**src/rtl/cursor_ctrl.sv**
```systemverilog
// rtl/cursor_ctrl.sv - 4x4 grid cursor from five debounced push buttons
// Buttons are synchronised, debounced and edge-detected; press events move the cursor or raise a select request.
module cursor_ctrl #(
  parameter int DB_CNT = 250000,
  parameter bit WRAP   = 1'b1
) (
  input  logic       clk,
  input  logic       reset,
  input  logic       key_up_n,
  input  logic       key_down_n,
  input  logic       key_left_n,
  input  logic       key_right_n,
  input  logic       key_sel_n,
  input  logic       enable,
  input  logic       sel_ack,
  output logic [1:0] xcoord,
  output logic [1:0] ycoord,
  output logic       sel_valid,
  output logic [3:0] sel_index
);

  localparam int NB = 5;
  localparam int B_UP = 0;
  localparam int B_DN = 1;
  localparam int B_LF = 2;
  localparam int B_RT = 3;
  localparam int B_SL = 4;
  localparam logic [19:0] DB_LAST = 20'(DB_CNT - 1);

  logic [NB-1:0] raw_n;
  logic [NB-1:0] sync1_q;
  logic [NB-1:0] sync2_q;
  logic [NB-1:0] stable_q;
  logic [NB-1:0] hist_q;
  logic [19:0]   cnt_q [NB];
  logic [NB-1:0] press;
  logic [NB-1:0] ev;

  logic [1:0] x_q, x_d;
  logic [1:0] y_q, y_d;
  logic       valid_q, valid_d;
  logic [3:0] index_q, index_d;

  assign raw_n = {key_sel_n, key_right_n, key_left_n, key_down_n, key_up_n};

  // Levels are active-low, so a press is a 1->0 transition of the debounced level.
  assign press = hist_q & ~stable_q;
  assign ev    = press & {NB{enable}};

  always_ff @(posedge clk or negedge reset) begin
    if (!reset) begin
      sync1_q  <= '1;
      sync2_q  <= '1;
      stable_q <= '1;
      hist_q   <= '1;
      for (int i = 0; i < NB; i++) begin
        cnt_q[i] <= '0;
      end
    end else begin
      sync1_q <= raw_n;
      sync2_q <= sync1_q;
      hist_q  <= stable_q;
      for (int i = 0; i < NB; i++) begin
        if (sync2_q[i] == stable_q[i]) begin
          cnt_q[i] <= '0;
        end else if (cnt_q[i] == DB_LAST) begin
          stable_q[i] <= sync2_q[i];
          cnt_q[i]    <= '0;
        end else begin
          cnt_q[i] <= cnt_q[i] + 20'd1;
        end
      end
    end
  end

  // Opposing events cancel; otherwise step once, wrapping or clamping at the edge.
  function automatic logic [1:0] step_coord(input logic [1:0] c, input logic dec, input logic inc);
    logic [1:0] r;
    r = c;
    if (inc && !dec) begin
      if (WRAP || c != 2'd3) r = c + 2'd1;
    end else if (dec && !inc) begin
      if (WRAP || c != 2'd0) r = c - 2'd1;
    end
    return r;
  endfunction

  always_comb begin
    x_d     = step_coord(x_q, ev[B_LF], ev[B_RT]);
    y_d     = step_coord(y_q, ev[B_UP], ev[B_DN]);
    valid_d = valid_q;
    index_d = index_q;
    if (sel_ack) begin
      valid_d = 1'b0;
    end else if (ev[B_SL] && !valid_q) begin
      valid_d = 1'b1;
      index_d = {y_q, x_q};
    end
  end

  always_ff @(posedge clk or negedge reset) begin
    if (!reset) begin
      x_q     <= '0;
      y_q     <= '0;
      valid_q <= 1'b0;
      index_q <= '0;
    end else begin
      x_q     <= x_d;
      y_q     <= y_d;
      valid_q <= valid_d;
      index_q <= index_d;
    end
  end

  assign xcoord    = x_q;
  assign ycoord    = y_q;
  assign sel_valid = valid_q;
  assign sel_index = index_q;

endmodule

```
**config.mk**
```make
export PLATFORM = sky130hd
export DESIGN_NAME = cursor_ctrl
export DESIGN_NICKNAME = d
export VERILOG_FILES = /design/src/rtl/cursor_ctrl.sv
export SDC_FILE = /design/constraint.sdc
export NUM_CORES = 1
export LEC_CHECK = 0
export CAP_MARGIN = 10
export CORE_MARGIN = 4
export CORE_UTILIZATION = 43
export DETAILED_ROUTE_END_ITERATION = 12
export PLACE_DENSITY_LB_ADDON = 0.2
export RECOVER_POWER = 25
export SYNTH_ARGS = -nofsm -noshare
export SYNTH_HDL_FRONTEND = slang
export SYNTH_SLANG_ARGS = --single-unit
```
**constraint.sdc**
```tcl
create_clock -name clk -period 2.16 [get_ports clk]
set_input_delay 0.432 -clock clk [delete_from_list [all_inputs] [get_ports clk]]
set_output_delay 0.432 -clock clk [all_outputs]
set_load 0.03 [all_outputs]
```
==> results of run 1 <==
[registers in the layout, summed over array words and instances, names as in the netlist]
register and count:
sync1_q 5, sel_index 4, sync2_q 5, cnt_q 100
stable_q 5, hist_q 5, xcoord 2, sel_valid 1
ycoord 2
[metal layers]
layer	routed length [um]	GRT usage, %	vias to the layer above
li1	-	-	2147
met1	5360	20.2	2115
met2	5470	24.8	63
met3	385	5.31	15
met4	158	5.36	0
met5	0	0	-
[worst max-delay path: stages (launching register included)]
cell	delay [ps]
dfrtp_1	410
or4_1	520
or3b_2	500
nor2_1	180
mux2_2	350
[layout make-up]
class                      instances  area, sq um  area share, %
sequential                       129         3250           45.2
multi-input combinational        426         2680           37.3
clock buffer                      26          509           7.08
clock inverter                     6         32.5          0.452
inverter                          19         71.3          0.992
timing repair buffer              47          417           5.80
tap                              180          225           3.13
[stage by stage]
stage / util [%] / area [sq um] / worst slack [ps] / instances
after floorplan: - / 6050 / 98.5 / 581
after global placement: 48.1 / 6650 / 135 / 800
after detailed placement: 48.1 / 6650 / 109 / 800
after CTS: 52.1 / 7210 / 118 / 833
after global routing: 52.0 / 7190 / 35.1 / 833
final: 52.0 / 7190 / 125 / 833
[power groups by stage]
stage	registers, mW	clock network [mW]	logic, mW
4_1_cts	2.49	2.66	0.173
5_1_grt	2.49	2.79	0.188
3_5_place_dp	2.53	0	0.170
3_3_place_gp	2.53	0	0.167
2_1_floorplan	2.52	0	0.0703
6_report	2.49	2.58	0.159
[layout by cell type, fill, tap and decap left out, types with 19 or more instances in the layout]
master   synthesis  layout
dfrtp_1        109     109
nor3_1          25      25
nand3_1         29      29
nor4_1          26      26
xor2_1          25      25
nand2_1         29      29
inv_1           19      19
nor2_1         108     108
xnor2_1         62      62
buf_4            2      26
nand4_1         27      27
[cell families (layout without fill, tap and decap cells)]
logic type / after synthesis / after routing / share of synthesized area [%]
xor gates and xnor gates: 87 / 87 / 12.6
AOI/OAI and AO/OA: 29 / 29 / 3.68
adders and majority gates: 7 / 7 / 1.45
DFF: 129 / 129 / 53.8
muxes: 14 / 14 / 2.50
and+or+nand+nor: 289 / 289 / 24.1
buffers and inverters: 26 / 98 / 1.90
[path summary, 6_finish.rpt]
path                       cells after the start        from          end
setup / recovery                               4   cnt_q[30]  stable_q[3]
hold / removal                                 0  sync1_q[4]   sync2_q[4]
setup reg to reg                               4   cnt_q[30]  stable_q[3]
hold reg to reg                                0  sync1_q[4]   sync2_q[4]
max in group asynchronous                      3       reset    cnt_q[83]
min in group asynchronous                      2       reset    cnt_q[12]
==> impl_metrics.ini, run 1 <==
[sta]
drv_slew = 0
min_period_ps = 2030
fin_crit_sh_pct = 94.2
slew_headroom_pct = 54.7
setup_tns_ps = 0
skew_ps = 9.17
finalHoldViolCount = 0
tightest_slew_ps = 679
fmax_ghz = 0.491
finalSetupViolations = 0
whs_ps = 351
grt_setup_unrepaired = no

[cts]
cts_resized = 0
post-cts-setup-buffer-count = 0
cts_buffer_depth = 2
cts_tree = built
path_clk_slew_ps = 50
cts-root-buf = clkbuf_16
cts_sinks = 129
clk_latency_ps = 420
cts_buffers = 17
cts_hold_buf = 1
htreeDepth = 4

[logic_synthesis]
syn-instance-count = 581
synthesis.area_sq_mm = 0.00605
ys_ff_latch = 129
yosysTopAreaCellShare_pct = 45.1
ys_top_cells_by_count = dfrtp_1 (109), nor2_1 (108), xnor2_1 (62)
synth_edf_count = 0
yosysMostFrequentCell = dfrtp_1
synthTopCellsByArea = dfrtp_1 (45%), xnor2_1 (9.0%), dfstp_2 (8.7%)
yosysWarnings = 0
synth_area_per_cell_sq_um = 10.4
ys_seq_area_share_pct = 53.8
ys_types = 44
yosys.area.top_type = dfrtp_1
synthArstFlopShare_pct = 100
synthFlopType = dfrtp_1
syn-num-nets = 597

[drt]
wirelength_um = 11400
via_per_inst = 5.21
vias = 4340
wl_per_cell_um = 13.7
drt_iter0_markers = 214
drc_errors = 0
ant_nets = 0
dr.pass1.iters = 4

[power]
power_switching_mw = 1.10
sw_frac_of_total_pct = 21.1
ir_drop_v = 0.000506
p_leak_nw = 2.94
p_per_area_mw_per_mm2 = 727
clockPowerShare_pct = 49.3
power.internal_mw = 4.12
share_comb_of_total_power_pct = 3.0
design_power_total_mw = 5.22
pwr-share-seq_pct = 47.6

[worst_setup_path]
critPathKind = reg2reg
ff2ff_setup_slack_ps = 130
crit_arrival_ps = 2380
startpoint_type = flop
required_ps = 2500
endpoint_kind = flop
critPathMaxFanout = 4

[worst_hold_path]
hp-class = reg2reg

[global_routing]
grt_pass1_wl_um = 20200
grt_usage_pct = 15.6
antenna_found_initial = 0
grt_overflow = 0
grt_pass1_vias = 4320
grt_start_max_net_pins = 71

[floorplanning]
ios = 18
dieArea_sq_mm = 0.0160
die_height_um = 127
die_w_um = 127
core_area_sq_mm = 0.0138
start_util_pct = 43.8
rows = 43

[finish]
area_growth_pct = 18.8
fin_nets = 656
num_antenna_cells = 0
drive_gt1_share_pct = 13.8
n_fill_cell = 1218

[place]
portBuffers = 17
gp_congestion = 0.794
hpwl_um = 7870

[job]
max_cap_viol_count = 0

[run_status]
status = completed
No activity file was read; power rests on OpenSTA's default activity.
==> inputs of run 2 (changes only) <==
--- a/config.mk
+++ b/config.mk
@@ -9,7 +9,6 @@
 export CORE_MARGIN = 4
 export CORE_UTILIZATION = 43
 export DETAILED_ROUTE_END_ITERATION = 12
-export PLACE_DENSITY_LB_ADDON = 0.2
 export RECOVER_POWER = 25
 export SYNTH_ARGS = -nofsm -noshare
 export SYNTH_HDL_FRONTEND = slang
==> run 2 against run 1 <==
Net effect: register-to-register slack barely moved; clock-buffer cell count did not move; die area did not move; wire length fell by 1.0%; global-route usage fell by 0.23 points; worst hold slack improved by 1.1 ps; sequential power barely moved; clock power rose by 5%; combinational power barely moved; largest cell class unchanged; largest power group unchanged.
==> impl_metrics.ini, run 2 (synthesis results as in run 1) <==
[run_status]
status = completed

[power]
pwr-share-seq_pct = 46.3
ir_drop_v = 0.000529
p_per_area_mw_per_mm2 = 744
sw_frac_of_total_pct = 20.5
share_comb_of_total_power_pct = 2.9
p_leak_nw = 2.96
power_switching_mw = 1.10
power.internal_mw = 4.27
clockPowerShare_pct = 50.7

[sta]
finalSetupViolations = 0
fin_crit_sh_pct = 93.9
drv_slew = 0
grt_setup_unrepaired = no
slew_headroom_pct = 50.8
setup_tns_ps = 0
skew_ps = 7.50
min_period_ps = 2030
tightest_slew_ps = 739
fmax_ghz = 0.493
whs_ps = 353
finalHoldViolCount = 0

[worst_setup_path]
crit_arrival_ps = 2330
required_ps = 2460
critPathMaxFanout = 11
critPathKind = reg2reg
endpoint_kind = flop
startpoint_type = flop

[cts]
cts_buffer_depth = 2
cts_tree = built
cts_buffers = 17
cts_hold_buf = 1
htreeDepth = 4
post-cts-setup-buffer-count = 0
clk_latency_ps = 410
path_clk_slew_ps = 50
cts_sinks = 129
cts_resized = 0
cts-root-buf = clkbuf_16

[drt]
drc_errors = 0
wl_per_cell_um = 13.5
drt_iter0_markers = 220
dr.pass1.iters = 4
ant_nets = 0
vias = 4321
wirelength_um = 11300
via_per_inst = 5.17

[floorplanning]
dieArea_sq_mm = 0.0160
rows = 43
start_util_pct = 43.8
core_area_sq_mm = 0.0138
die_w_um = 127
die_height_um = 127
ios = 18

[finish]
final_cells = 835
area_growth_pct = 19.3
largest_register = cnt_q
postLayoutCoreUtil_pct = 52.2
largest_register_ff_count = 100
final_cell_mix = dfrtp_1 (109), nor2_1 (108), xnor2_1 (62)
final_common_cell = dfrtp_1
seq_area_sq_mm = 0.00325
num_antenna_cells = 0
fin_nets = 659
drive_gt1_share_pct = 14.2
n_fill_cell = 1201
multi_input_area_sq_mm = 0.00268

[global_routing]
grt_overflow = 0
grt_usage_pct = 15.4
grt_pass1_wl_um = 20100
grt_pass1_vias = 4265
antenna_found_initial = 0
grt_start_max_net_pins = 41

[place]
portBuffers = 17
hpwl_um = 8000
gp_congestion = 0.830
dpl.cell_count = 803

[worst_hold_path]
hp-class = reg2reg

[job]
max_cap_viol_count = 0
[run 2: cell count changes in the layout (fill, tap and decap cells not counted), sizes merged]
| cell | previous run | this run |
|---|---|---|
| clkbuf | 28 | 29 |
| buf | 28 | 30 |
| clkinv | 5 | 3 |
| bufinv | 0 | 1 |
[run 2: final cells by class]
| class | count | area share [%] |
|---|---|---|
| clock inverter | 5 | 0.728 |
| tap | 180 | 3.12 |
| sequential | 129 | 45.1 |
| timing repair buffer | 50 | 5.75 |
| inverter | 19 | 0.988 |
| clock buffer | 26 | 7.19 |
| multi-input combinational | 426 | 37.1 |
[run 2: worst max-delay path, cell delays in order (launching register included)]
cell,delay [ps]
dfrtp_1,370
or4b_1,520
or4_4,550
o31ai_4,190
buf_4,210
nor2_1,70
[run 2: through the flow]
step | setup WS, ps | cell area, sq um | power [mW]
5_1_grt | 53.2 | 7220 | 5.60
3_3_place_gp | 163 | 6660 | 2.70
3_5_place_dp | 127 | 6660 | 2.70
6_report | 131 | 7220 | 5.37
2_1_floorplan | 98.5 | 6050 | 2.59
4_1_cts | 124 | 7250 | 5.46
[run 2: metal layers]
metal | GRT usage, % | vias up | share of wire (%)
met5 | 0 | - | 0
met4 | 7.00 | 0 | 2.0
met3 | 3.71 | 18 | 3.7
met2 | 24.0 | 63 | 47
met1 | 20.5 | 2080 | 47
li1 | - | 2160 | -
[run 2: path summary, 6_finish.rpt]
check	slack [ps]	start	cells after the start	end
min	350	sync1_q[4]	0	sync2_q[4]
max	130	cnt_q[90]	5	cnt_q[90]
max reg2reg	130	cnt_q[90]	5	cnt_q[90]
min reg2reg	350	sync1_q[4]	0	sync2_q[4]
min in group asynchronous	630	reset	2	xcoord[0]
max in group asynchronous	460	reset	3	sync2_q[0]
[run 2: power by group through the flow]
stage | logic [mW] | clock network [mW] | registers [mW]
detailed placement | 0.173 | 0 | 2.53
floorplan | 0.0703 | 0 | 2.52
global placement | 0.168 | 0 | 2.53
global route | 0.185 | 2.93 | 2.49
finish | 0.158 | 2.72 | 2.49
CTS | 0.175 | 2.79 | 2.49
==> RTL change 1 (settings of run 1) <==
The localparam `B_LF` goes from 2 to 1.
--- a/src/rtl/cursor_ctrl.sv
+++ b/src/rtl/cursor_ctrl.sv
@@ -22,7 +22,7 @@
   localparam int NB = 5;
   localparam int B_UP = 0;
   localparam int B_DN = 1;
-  localparam int B_LF = 2;
+  localparam int B_LF = 1;
   localparam int B_RT = 3;
   localparam int B_SL = 4;
   localparam logic [19:0] DB_LAST = 20'(DB_CNT - 1);
Formal check against the unedited RTL: no difference found for any inputs over 10 cycles, from zero or initial values and one cycle with reset low; that may be too few to reach the edited logic, so the function may still have changed.
==> RTL change 1 against run 1 <==
Final area decreased by 21%. Setup slack better by 66 ps. First-iteration DRC count decreased by 17%. Area after synthesis shrank 19%. Sequential cell count decreased by 24. Largest power group is now sequential cells. Power fell by 26%. Combinational power shrank 21%. Critical endpoint unchanged. Wire length down 22%. Clock power is 33% lower. Maximum frequency up 3.4%.
==> RTL change 1: results (changes against run 1) <==
stage,metric,value,unit,change
global_routing,grt met2 use,23.8,%,-0.92 points
yosys,"Seq/Total Area, Yosys",54.1,%,+0.32 points
setup_path,peak fanout along the critical path,6,,+2
yosys,"top cells by count, synth","89 x dfrtp_1, 80 x nor2_1, 42 x xnor2_1, 32 x nand4_1, 28 x xor2_1",,
sta,Tmin final,1970,ps,-66.2 ps
setup_path,Critical Path Start,cnt_q[20],,
pwr,Max VDD drop,0.000541,V,+6.8%
route,length of routed met2 wiring,4.21,mm,-23%
cts,Worst-Skew Late Latency,340,ps,-80 ps
pwr,leakage,2.34,nW,-20%
cts,TritonCTS Buffers,9,,-8
route,WL per Instance,13.7,µm,about the same
cts,Worst-path clk slew,70,ps,+20 ps
yosys,Mapped Nets,485,,-19%
global_routing,vias in the first global route,3457,,-20%
yosys,number of library cell types mapped by synthesis,39,,-11%
cts,H-tree levels,3,,-1
global_routing,Total GRT Usage,15.1,%,-0.50 points
yosys,synth top area cells,"dfrtp_1 46%, dfstp_2 8.6%, xnor2_1 7.5%, nor2_1 6.1%, xor2_1 5.0%",,
setup_path,worst path arrival time,2240,ps,-140 ps
layout,share of cells above drive strength 1,10.9,%,-2.8 points
global_routing,first-pass GRT wire length,16.2,mm,-20%
route,metal3 WL,266,µm,-31%
route,Met1 Wirelength,4.33,mm,-19%
yosys,"Avg Cell Area, Syn",10.4,µm²,about the same
place,hpwl dp,6.31,mm,-20%
place,placed cells,636,,-21%
setup_path,R2R depth,5,,+1
route,drt first-iter violations,178,,-17%
place,port bufs,16,,-1
place,DP Area,5340,µm²,-20%
min_path,Hold WC Path Type,primary input to async pin,,
status,status,finished clean,,
[RTL change 1: cell types whose count changed after synthesis, sizes merged, moves of 6 or more]
cell,before,now
nor2,108,80
dfrtp,109,89
xnor2,62,42
nand3,29,21
nor3,26,18
nand2,29,23
nor4,26,20
[RTL change 1: power breakdown]
| part | switching, mW | internal, mW | leakage, nW |
|---|---|---|---|
| sequential | 0.0233 | 2.00 | 1.40 |
| clock | 0.698 | 1.05 | 0.159 |
| combinational | 0.0822 | 0.0434 | 0.776 |
| total | 0.804 | 3.09 | 2.34 |
[RTL change 1: cells by family (layout without fill, tap and decap cells)]
logic type / Yosys count / after routing / share of synthesized area (%)
XOR/XNOR: 70 / 70 / 12.5
adder cells (fa/ha/maj): 6 / 6 / 1.53
flip-flops: 105 / 105 / 54.1
buffers and inverters: 21 / 63 / 1.84
multiplexers: 10 / 10 / 2.25
AO/OA/AOI/OAI: 26 / 26 / 3.60
AND/OR/NAND/NOR: 232 / 232 / 24.2
[RTL change 1: how the worst min path moves through the flow]
stage	from	endpoint	slack, ps	depth (start not counted)
floorplan	reset	cnt_q[0]	140	0
global placement	sync1_q[1]	sync2_q[1]	350	0
detailed placement	sync1_q[3]	sync2_q[3]	350	0
CTS	reset	cnt_q[1]	40	1
global route	reset	cnt_q[1]	260	1
finish	reset	cnt_q[1]	190	1
[RTL change 1: critical path, stage by stage, from the launching register on]
cell and delay (ps):
dfrtp_1 410, ha_1 260, nand4_1 250, or3b_1 450
nor2_1 180, mux2_2 350
[RTL change 1: cell type report]
class	count	area [µm²]
multi-input cells	344	2160
well taps	140	175
clock inverters	5	78.8
clock buffers	11	243
flip-flops and latches	105	2650
repair buffers	32	297
fillers	1020	5330
inverters	15	56.3
==> RTL change 2 (config.mk and constraints of run 1) <==
Without the edit above. Make the reset (`reset`) synchronous in 2 clocked blocks.
--- a/src/rtl/cursor_ctrl.sv
+++ b/src/rtl/cursor_ctrl.sv
@@ -47,7 +47,7 @@
   assign press = hist_q & ~stable_q;
   assign ev    = press & {NB{enable}};
 
-  always_ff @(posedge clk or negedge reset) begin
+  always_ff @(posedge clk) begin
     if (!reset) begin
       sync1_q  <= '1;
       sync2_q  <= '1;
@@ -98,7 +98,7 @@
     end
   end
 
-  always_ff @(posedge clk or negedge reset) begin
+  always_ff @(posedge clk) begin
     if (!reset) begin
       x_q     <= '0;
       y_q     <= '0;
Formal check against the unedited RTL: same outputs for any inputs over 10 cycles, from zero or initial values and one cycle with reset low; that may be too few to reach the edited logic, so the function may still have changed.
==> RTL change 2 against run 1 <==
Area after synthesis grew 7.6%. Largest power group is now sequential cells. Highest routed layer unchanged. Power grew 11%. Final area grew 9.9%. Die area grew 7.1%. Hold slack gained 55 ps. Clock skew shrank 5.4 ps. Wire length grew 4.6%. Clock power grew 7%. Setup slack lost 9.2 ps. Via count grew 10%. Sequential cell count is the same. Count of clock-buffer cells in the layout grew 3.
==> RTL change 2: results (changes against run 1) <==
stage,metric,value,unit,change
status,status,finished clean,,
setup_path,R2R depth,5,,+1
min_path,cell depth of the worst hold path,1,,+1
min_path,hold_sp,sync1_q[3],,
yosys,Syn Inst Count,623,,+7.2%
setup_path,worst r2r dst,cnt_q[3][18],,
route,Vias/cell,5.01,,-3.8%
place,routability cong.,0.802,,+0.98%
cts,post-CTS setup buffers,0,,unchanged
global_routing,largest net degree at the start of global routing,21,,-70%
yosys,synth top area cells,"edfxtp_1 46%, dfxtp_1 8.9%, xnor2_1 6.7%, nor2_1 5.4%, xor2_1 3.1%",,
global_routing,Total GRT Usage,15.4,%,-0.27 points
layout,Nets,772,,+18%
route,final wirelength,11.9,mm,+4.6%
pwr,Max VDD drop,0.000506,V,about the same
place,placed cells,921,,+15%
route,DR vias,4776,,+10%
setup_path,peak fanout along the critical path,5,,+1
global_routing,first-pass GRT wire length,21.1,mm,+4.1%
layout,share of cells above drive strength 1,7.41,%,-6.4 points
sta,clk_skew,3.82,ps,-5.35 ps
setup_path,worst path arrival time,2290,ps,-90 ps
sta,Slew HR,58.4,%,+3.7 points
yosys,fraction of registers with async set or reset after synthesis,0,%,-100 points
route,DRT Pass-1 Iters,5,,+1
yosys,"top cells by count, synth","100 x edfxtp_1, 94 x nor2_1, 50 x xnor2_1, 35 x nand2_1, 34 x nand3_1",,
yosys,ys flop type,edfxtp_1,,
cts,H-tree levels,4,,unchanged
route,drt first-iter violations,342,,+60%
min_path,WHS Endpoint,sync2_q[3],,
yosys,number of synthesized flops with an enable pin,100,,+100
place,hpwl dp,8.77,mm,+11%
layout,"Most flops, register",cnt_q,,
yosys,"Seq/Total Area, Yosys",55.1,%,+1.3 points
pwr,leakage,2.75,nW,-6.3%
setup_path,reg-to-reg startpoint,cnt_q[3][0],,
global_routing,vias in the first global route,4641,,+7.4%
layout,max FFs per register,100,,unchanged
[RTL change 2: through the flow]
stage / total power, mW / hold slack, ps / util, % / setup slack [ps] / cell area [µm²]
after floorplan: 3.04 / 386 / - / 213 / 6880
after global placement: 3.11 / 391 / 49.9 / 116 / 7330
after detailed placement: 3.12 / 399 / 49.9 / 37.6 / 7330
after CTS: 5.88 / 415 / 53.9 / 123 / 7920
after global routing: 6.07 / 445 / 53.7 / 12.3 / 7900
final: 5.82 / 406 / 53.7 / 116 / 7900
[RTL change 2: power breakdown]
| group | internal [mW] | leakage [nW] | switching, mW | total, mW |
|---|---|---|---|---|
| clock | 1.78 | 0.295 | 0.970 | 2.75 |
| combinational | 0.0874 | 1.19 | 0.113 | 0.201 |
| sequential | 2.77 | 1.27 | 0.102 | 2.87 |
| total | 4.63 | 2.75 | 1.19 | 5.82 |
[RTL change 2: worst max-delay path: stages, from the launching register on]
cell	delay [ps]
edfxtp_1	400
ha_1	220
nand4_1	150
or4_4	600
or3_1	330
a21oi_1	190
[RTL change 2: cell type report]
class | instances | area [µm²]
fill | 1344 | 6800
multi-input combinational | 557 | 3160
sequential | 129 | 3580
clock inverter | 3 | 15.0
inverter | 21 | 78.8
tap | 184 | 230
clock buffer | 29 | 572
timing repair buffer | 30 | 256
[RTL change 2: how the worst max path moves through the flow]
stage                           start      endpoint  slack [ps]  cells after the start
after floorplan           cnt_q[3][0]  cnt_q[3][10]         210                      7
after global placement         enable     xcoord[1]         120                      6
after detailed placement       enable     ycoord[1]          40                      6
after CTS                   ycoord[0]     ycoord[0]         120                      1
after global routing      cnt_q[2][0]  cnt_q[2][18]          10                      5
final                     cnt_q[3][0]  cnt_q[3][18]         120                      5
[RTL change 2: kinds of logic (layout without fill, tap and decap cells)]
kind of cell             Yosys count  count (layout)  synth area share [%]
multiplexers                       4               4                 0.615
adder cells (fa/ha/maj)            7               7                  1.35
other                              1             100                0.0576
flip-flops                       129             129                  55.1
XOR/XNOR                          73              73                  9.82
AND/OR/NAND/NOR                  307             307                  25.1
AO/OA/AOI/OAI                     66              66                  5.94
buffers and inverters             36              83                  2.08
[RTL change 2: metal layers]
metal / global-route usage [%] / wire, µm
met5: 0 / 0
met3: 5.08 / 519
met1: 18.9 / 5410
met2: 25.7 / 5870
met4: 4.84 / 110
